[src/rtl/udm_uart_rx.sv]
// udm_uart_rx: UART 8N1/8N2 receiver feeding bytes to the UDM protocol engine.
// Latency: byte appears on data_o/valid_o 1 cycle after the mid-stop sample (+1 with majority voting).
// Backpressure: one-byte holding register; a byte completing while it is full and not accepted is dropped (overrun_o).
//
// Ports:
//   clk_i, rst_ni        system clock, asynchronous active-low reset
//   rx_i                 raw serial line (idle high), synchronised internally
//   div_i, stop2_i       clocks-per-bit and stop-bit count, latched at start detection
//   data_o, valid_o      received byte, held until valid_o && ready_i
//   ready_i              consumer accept
//   frame_err_o          1-cycle pulse: a stop bit was sampled low
//   overrun_o            1-cycle pulse: a completed byte was dropped
//   busy_o               a frame is in progress
// Optional: define UDM_UART_RX_MAJORITY_EN for 2-of-3 majority sampling around each bit centre.

module udm_uart_rx #(
  parameter int unsigned DIV_W       = 32,
  parameter int unsigned SYNC_STAGES = 2
) (
  input  logic             clk_i,
  input  logic             rst_ni,
  input  logic             rx_i,
  input  logic [DIV_W-1:0] div_i,
  input  logic             stop2_i,
  output logic [7:0]       data_o,
  output logic             valid_o,
  input  logic             ready_i,
  output logic             frame_err_o,
  output logic             overrun_o,
  output logic             busy_o
);

  typedef enum logic [1:0] {IDLE, START, DATA, STOP} state_t;

  logic [SYNC_STAGES-1:0] sync_q;
  logic                   rx_s;
  logic                   rx_prev_q;

  state_t                 state_q, state_d;
  logic [DIV_W-1:0]       cnt_q, cnt_d;
  logic [DIV_W-1:0]       div_q, div_d;
  logic [DIV_W-1:0]       div_clamped;
  logic [DIV_W-1:0]       reload;
  logic                   stop2_q, stop2_d;
  logic [2:0]             bit_idx_q, bit_idx_d;
  logic [7:0]             shreg_q, shreg_d;
  logic                   stop_second_q, stop_second_d;

  logic                   samp_evt;
  logic                   bit_val;
  logic                   byte_done;
  logic                   ferr;

  logic [7:0]             data_q;
  logic                   valid_q;
  logic                   ferr_q;
  logic                   ovr_q;

  assign rx_s        = sync_q[SYNC_STAGES-1];
  assign div_clamped = (div_i < DIV_W'(4)) ? DIV_W'(4) : div_i;

`ifdef UDM_UART_RX_MAJORITY_EN
  // Samples at cnt==1 and cnt==0 are stored; the vote happens one cycle later
  // using the live rx_s as the third sample. The counter holds at 0 for that
  // cycle, so the reload is div_q-2 to keep the bit period at div_q.
  logic s1_q, s0_q, vote_q;

  always_ff @(posedge clk_i or negedge rst_ni) begin
    if (!rst_ni) begin
      s1_q   <= 1'b1;
      s0_q   <= 1'b1;
      vote_q <= 1'b0;
    end else if (state_q != IDLE) begin
      if (cnt_q == DIV_W'(1))          s1_q <= rx_s;
      if (cnt_q == '0 && !vote_q)      s0_q <= rx_s;
      vote_q <= (cnt_q == '0) && !vote_q;
    end else begin
      vote_q <= 1'b0;
    end
  end

  assign samp_evt = vote_q;
  assign bit_val  = (s1_q & s0_q) | (s1_q & rx_s) | (s0_q & rx_s);
  assign reload   = div_q - DIV_W'(2);
`else
  assign samp_evt = (cnt_q == '0);
  assign bit_val  = rx_s;
  assign reload   = div_q - DIV_W'(1);
`endif

  always_comb begin
    state_d       = state_q;
    cnt_d         = cnt_q;
    div_d         = div_q;
    stop2_d       = stop2_q;
    bit_idx_d     = bit_idx_q;
    shreg_d       = shreg_q;
    stop_second_d = stop_second_q;
    byte_done     = 1'b0;
    ferr          = 1'b0;

    if (cnt_q != '0) cnt_d = cnt_q - DIV_W'(1);

    case (state_q)
      IDLE: begin
        if (rx_prev_q && !rx_s) begin
          div_d   = div_clamped;
          stop2_d = stop2_i;
          cnt_d   = div_clamped >> 1;
          state_d = START;
        end
      end
      START: begin
        if (samp_evt) begin
          if (!bit_val) begin
            cnt_d     = reload;
            bit_idx_d = '0;
            state_d   = DATA;
          end else begin
            // Line back high at mid-start: a glitch, not a frame.
            state_d = IDLE;
          end
        end
      end
      DATA: begin
        if (samp_evt) begin
          shreg_d   = {bit_val, shreg_q[7:1]};
          cnt_d     = reload;
          bit_idx_d = bit_idx_q + 3'd1;
          if (bit_idx_q == 3'd7) begin
            stop_second_d = 1'b0;
            state_d       = STOP;
          end
        end
      end
      STOP: begin
        if (samp_evt) begin
          if (!bit_val) begin
            ferr    = 1'b1;
            state_d = IDLE;
          end else if (stop2_q && !stop_second_q) begin
            stop_second_d = 1'b1;
            cnt_d         = reload;
          end else begin
            // Leave at mid-stop so the next start edge is not missed.
            byte_done = 1'b1;
            state_d   = IDLE;
          end
        end
      end
      default: state_d = IDLE;
    endcase
  end

  always_ff @(posedge clk_i or negedge rst_ni) begin
    if (!rst_ni) begin
      sync_q        <= '1;
      rx_prev_q     <= 1'b1;
      state_q       <= IDLE;
      cnt_q         <= '0;
      div_q         <= DIV_W'(4);
      stop2_q       <= 1'b0;
      bit_idx_q     <= '0;
      shreg_q       <= '0;
      stop_second_q <= 1'b0;
    end else begin
      sync_q        <= {sync_q[SYNC_STAGES-2:0], rx_i};
      rx_prev_q     <= rx_s;
      state_q       <= state_d;
      cnt_q         <= cnt_d;
      div_q         <= div_d;
      stop2_q       <= stop2_d;
      bit_idx_q     <= bit_idx_d;
      shreg_q       <= shreg_d;
      stop_second_q <= stop_second_d;
    end
  end

  // Output holding register. A byte completing in the same cycle as an
  // accept replaces the old one without an overrun.
  always_ff @(posedge clk_i or negedge rst_ni) begin
    if (!rst_ni) begin
      data_q  <= '0;
      valid_q <= 1'b0;
      ferr_q  <= 1'b0;
      ovr_q   <= 1'b0;
    end else begin
      ferr_q <= ferr;
      ovr_q  <= 1'b0;
      if (byte_done) begin
        if (valid_q && !ready_i) begin
          ovr_q <= 1'b1;
        end else begin
          data_q  <= shreg_q;
          valid_q <= 1'b1;
        end
      end else if (valid_q && ready_i) begin
        valid_q <= 1'b0;
      end
    end
  end

  assign data_o      = data_q;
  assign valid_o     = valid_q;
  assign frame_err_o = ferr_q;
  assign overrun_o   = ovr_q;
  assign busy_o      = (state_q != IDLE);

endmodule

[config.mk]
export PLATFORM = sky130hd
export DESIGN_NAME = udm_uart_rx
export DESIGN_NICKNAME = d
export VERILOG_FILES = /design/src/rtl/udm_uart_rx.sv
export SDC_FILE = /design/constraint.sdc
export NUM_CORES = 1
export LEC_CHECK = 0
export CAP_MARGIN = 5
export CORE_ASPECT_RATIO = 1.1
export CORE_MARGIN = 5
export CORE_UTILIZATION = 58
export DETAILED_ROUTE_END_ITERATION = 12
export PLACE_DENSITY = 0.81
export SLEW_MARGIN = 5
export SYNTH_ARGS = -nofsm -noshare
export SYNTH_HDL_FRONTEND = slang
export SYNTH_SLANG_ARGS = --single-unit
[constraint.sdc]
create_clock -name clk_i -period 4.1 [get_ports clk_i]
set_input_delay 1.23 -clock clk_i [delete_from_list [all_inputs] [get_ports clk_i]]
set_output_delay 1.23 -clock clk_i [all_outputs]
set_load 0.02 [all_outputs]
==> out/metrics.cfg <==
[detailed_routing]
dr.first_iter.drc_count = 335
postRouteAntennaNets = 0
dr_wl_met3_um = 915
avgViaCountPerCell = 6.217
wirelength_mm = 13.39
wl_per_cell_um = 18.42
dr.pass1.iters = 5
wl_met2_mm = 6.427
drc = 0
num_vias = 4520
wl_met1_mm = 5.735
maxUsedRoutingLayer = met4

[synth]
synth_async_sr_flop_share = 1.000
synthTopCellsByArea = dfrtp_1, nand2_1, xnor2_1, mux2_2, nor4_1
yosys_warnings = 0
ys_types = 65
synth_top_area_share = 0.4254
ys_ff_latch = 93
yosys.area.top_type = dfrtp_1
ys.flop_type = dfrtp_1
syn_area_per_cell_sq_um = 9.348
postSynthCellCount = 560
ys_seq_area_frac = 0.4455
synth.net_count = 601
synth_area_sq_um = 5235
synth_edf_count = 0

[placement]
routabilityCongestion = 0.9461
port_buffers = 48
dp_hpwl_mm = 9.832
dp_cells = 711
place_area_sq_um = 5814

[sta]
slew_violations = 0
fin_crit_ns = 3.446
setup_tns_ns = 0
worst_slew_pin_slew_ns = 0.6969
fin_crit_sh = 0.8405
hold_viol = 0
clock.fmax_mhz = 290.2
skew_ns = 0.008914
max_slew_margin = 0.5311
rsz0062_at_grt = no
setup_viol = 0

[clocking]
htreeDepth = 3
post-cts-setup-buffers = 0
holdBufCountCts = 0
cts_buffers = 9
cts-resized-gates = 0
clock_path_buffers = 2
clock-sinks = 93
clk-insertion-delay-late_ns = 0.37
clkTransAtPathRegs_ns = 0.09
cts_tree = yes
cts_root_buffer = clkbuf_8

[power]
peakVddDrop_uv = 245.7
p_leak_uw = 0.002417
total_power_uw = 2198
powerDensity_nw_per_um2 = 366.0

[critical_path]
r2r_cells = 7
startpoint_type = flip-flop
worst-path-max-fanout = 9
reg2reg_from = cnt_q[1]
r2r_setup_slack_ns = 0.65
startpoint = cnt_q[1]
path_class = flip-flop to flip-flop
cp.required_ns = 4.35
crit_arrival_ns = 3.70
endpoint_kind = flip-flop

[min_path]
worst_hold_startpoint = sync_q[0]
min_path_type = flip-flop to flip-flop
whs_path_depth = 0

[grt]
grt_pass1_vias = 4373
grt_overflow = 0
grt_max_degree = 46
track_usage = 0.2599
grt_pass1_wl_mm = 22.32
antenna_found_initial = 0

[die]
ioPinCount = 49
chipWidth_um = 100.6
core-area_sq_um = 8828
start_util = 0.5930
fp.dieH_um = 109.6
die-area_sq_um = 11030
num_rows = 36

[run_status]
outcome = complete, no violations

[finish]
regArea_sq_um = 2332
area_delta_synth_final_pct = 14.72
instances_no_fill = 727
nFillCells = 698
finish.net_count = 649
fin_util = 0.6803
stdcell_area_sq_um = 6006
antenna_cells = 0
drive_gt1_frac = 0.1191
multiInputGateArea_sq_um = 2734

[job]
maxCapViolCount = 0

cell usage after synthesis (3+ instances only):
library cell,instances
dfrtp_1,89
a21oi_1,19
clkbuf_1,13
nand4_1,10
nand2_1,117
o221ai_1,8
o21a_1,4
nor4_1,25
mux2_2,17
nand3_1,8
clkbuf_8,3
nor2b_1,3
or4_1,9
o31ai_1,4
o41ai_1,3
buf_2,3
o211ai_1,14
o22ai_1,5
ha_1,4
or3_2,3
o21ai_0,15
xor2_1,17
or3_1,11
inv_1,8
dfstp_2,4
o31a_1,4
or2_2,5
xnor2_1,31
nor2_1,41
nor3_1,16
metrics by stage:
stage / hold WS (ns) / setup WS (ns)
final: 0.3625 / 0.6539
after global routing: 0.3673 / 0.4971
after CTS: 0.3630 / 0.6883
after detailed placement: 0.3499 / 0.7155
after global placement: 0.3470 / 0.8127
after floorplan: 0.3452 / 1.214
routing by layer:
metal / track usage / vias up
met4: 0.09432 / 0
li1: - / 2115
met3: 0.05520 / 30
met5: 0 / -
met1: 0.3572 / 2194
met2: 0.4069 / 181
layout make-up:
| cell class | count | area share |
|---|---|---|
| clock buffers | 11 | 0.02354 |
| repair buffers | 61 | 0.09583 |
| clock inverters | 5 | 0.008333 |
| multi-input cells | 435 | 0.4552 |
| well taps | 114 | 0.02375 |
| flip-flops and latches | 93 | 0.3883 |
| inverters | 8 | 0.005000 |
flip-flops by register name, indices dropped and copies added, names as in the netlist, named ones only:
signal,flops
valid_o,1
div_q,32
state_q,1
shreg_q,8
stop_second_q,1
frame_err_o,1
overrun_o,1
stop2_q,1
bit_idx_q,3
cnt_q,32
data_o,8
rx_prev_q,1
sync_q,2
report_power, final:
part	switching, uW	total (uW)	internal (uW)
Combinational	193	396	204
Sequential	150	1190	1040
Clock	317	612	295
placed cells by master, fill, tap and decap left out, types with 4 or more instances in the layout:
cell type,synthesis,routed
nand2_1,117,117
dfrtp_1,89,89
clkdlybuf4s50_1,0,47
nor2_1,41,41
xnor2_1,31,31
nor4_1,25,25
a21oi_1,19,19
xor2_1,17,17
mux2_2,17,17
nor3_1,16,16
o21ai_0,15,15
o211ai_1,14,14
buf_4,2,14
or3_1,11,11
nand4_1,10,10
clkbuf_8,3,10
or4_1,9,9
inv_1,8,8
nand3_1,8,8
o221ai_1,8,8
or2_2,5,5
o22ai_1,5,5
o21a_1,4,4
o31a_1,4,4
o31ai_1,4,4
ha_1,4,4
clkinv_2,0,4
dfstp_2,4,4
cells by family after synthesis:
| kind of cell | after synthesis | synth area share |
|---|---|---|
| flip-flops | 93 | 0.4455 |
| adder cells (fa/ha/maj) | 4 | 0.009561 |
| AO/OA/AOI/OAI | 90 | 0.1193 |
| multiplexers | 19 | 0.04039 |
| XOR/XNOR | 48 | 0.08031 |
| AND/OR/NAND/NOR | 274 | 0.2727 |
| buffers and inverters | 32 | 0.03227 |
worst paths after layout:
path / to
worst max-delay path: data_o[4]
worst min-delay path: sync_q[1]
worst max register to register: data_o[4]
worst min register to register: sync_q[1]
max in group asynchronous: sync_q[0]
min in group asynchronous: div_q[26]
worst max-delay path, cell delays in order (launching register included):
cell and delay [ns]:
dfrtp_1 0.44, inv_1 0.10, ha_1 0.24, or4b_1 0.66, nor4_4 0.37, nand3_1 0.44
nor4b_4 0.66, mux2_2 0.41
Note: power is estimated with default switching activity, not from simulation.
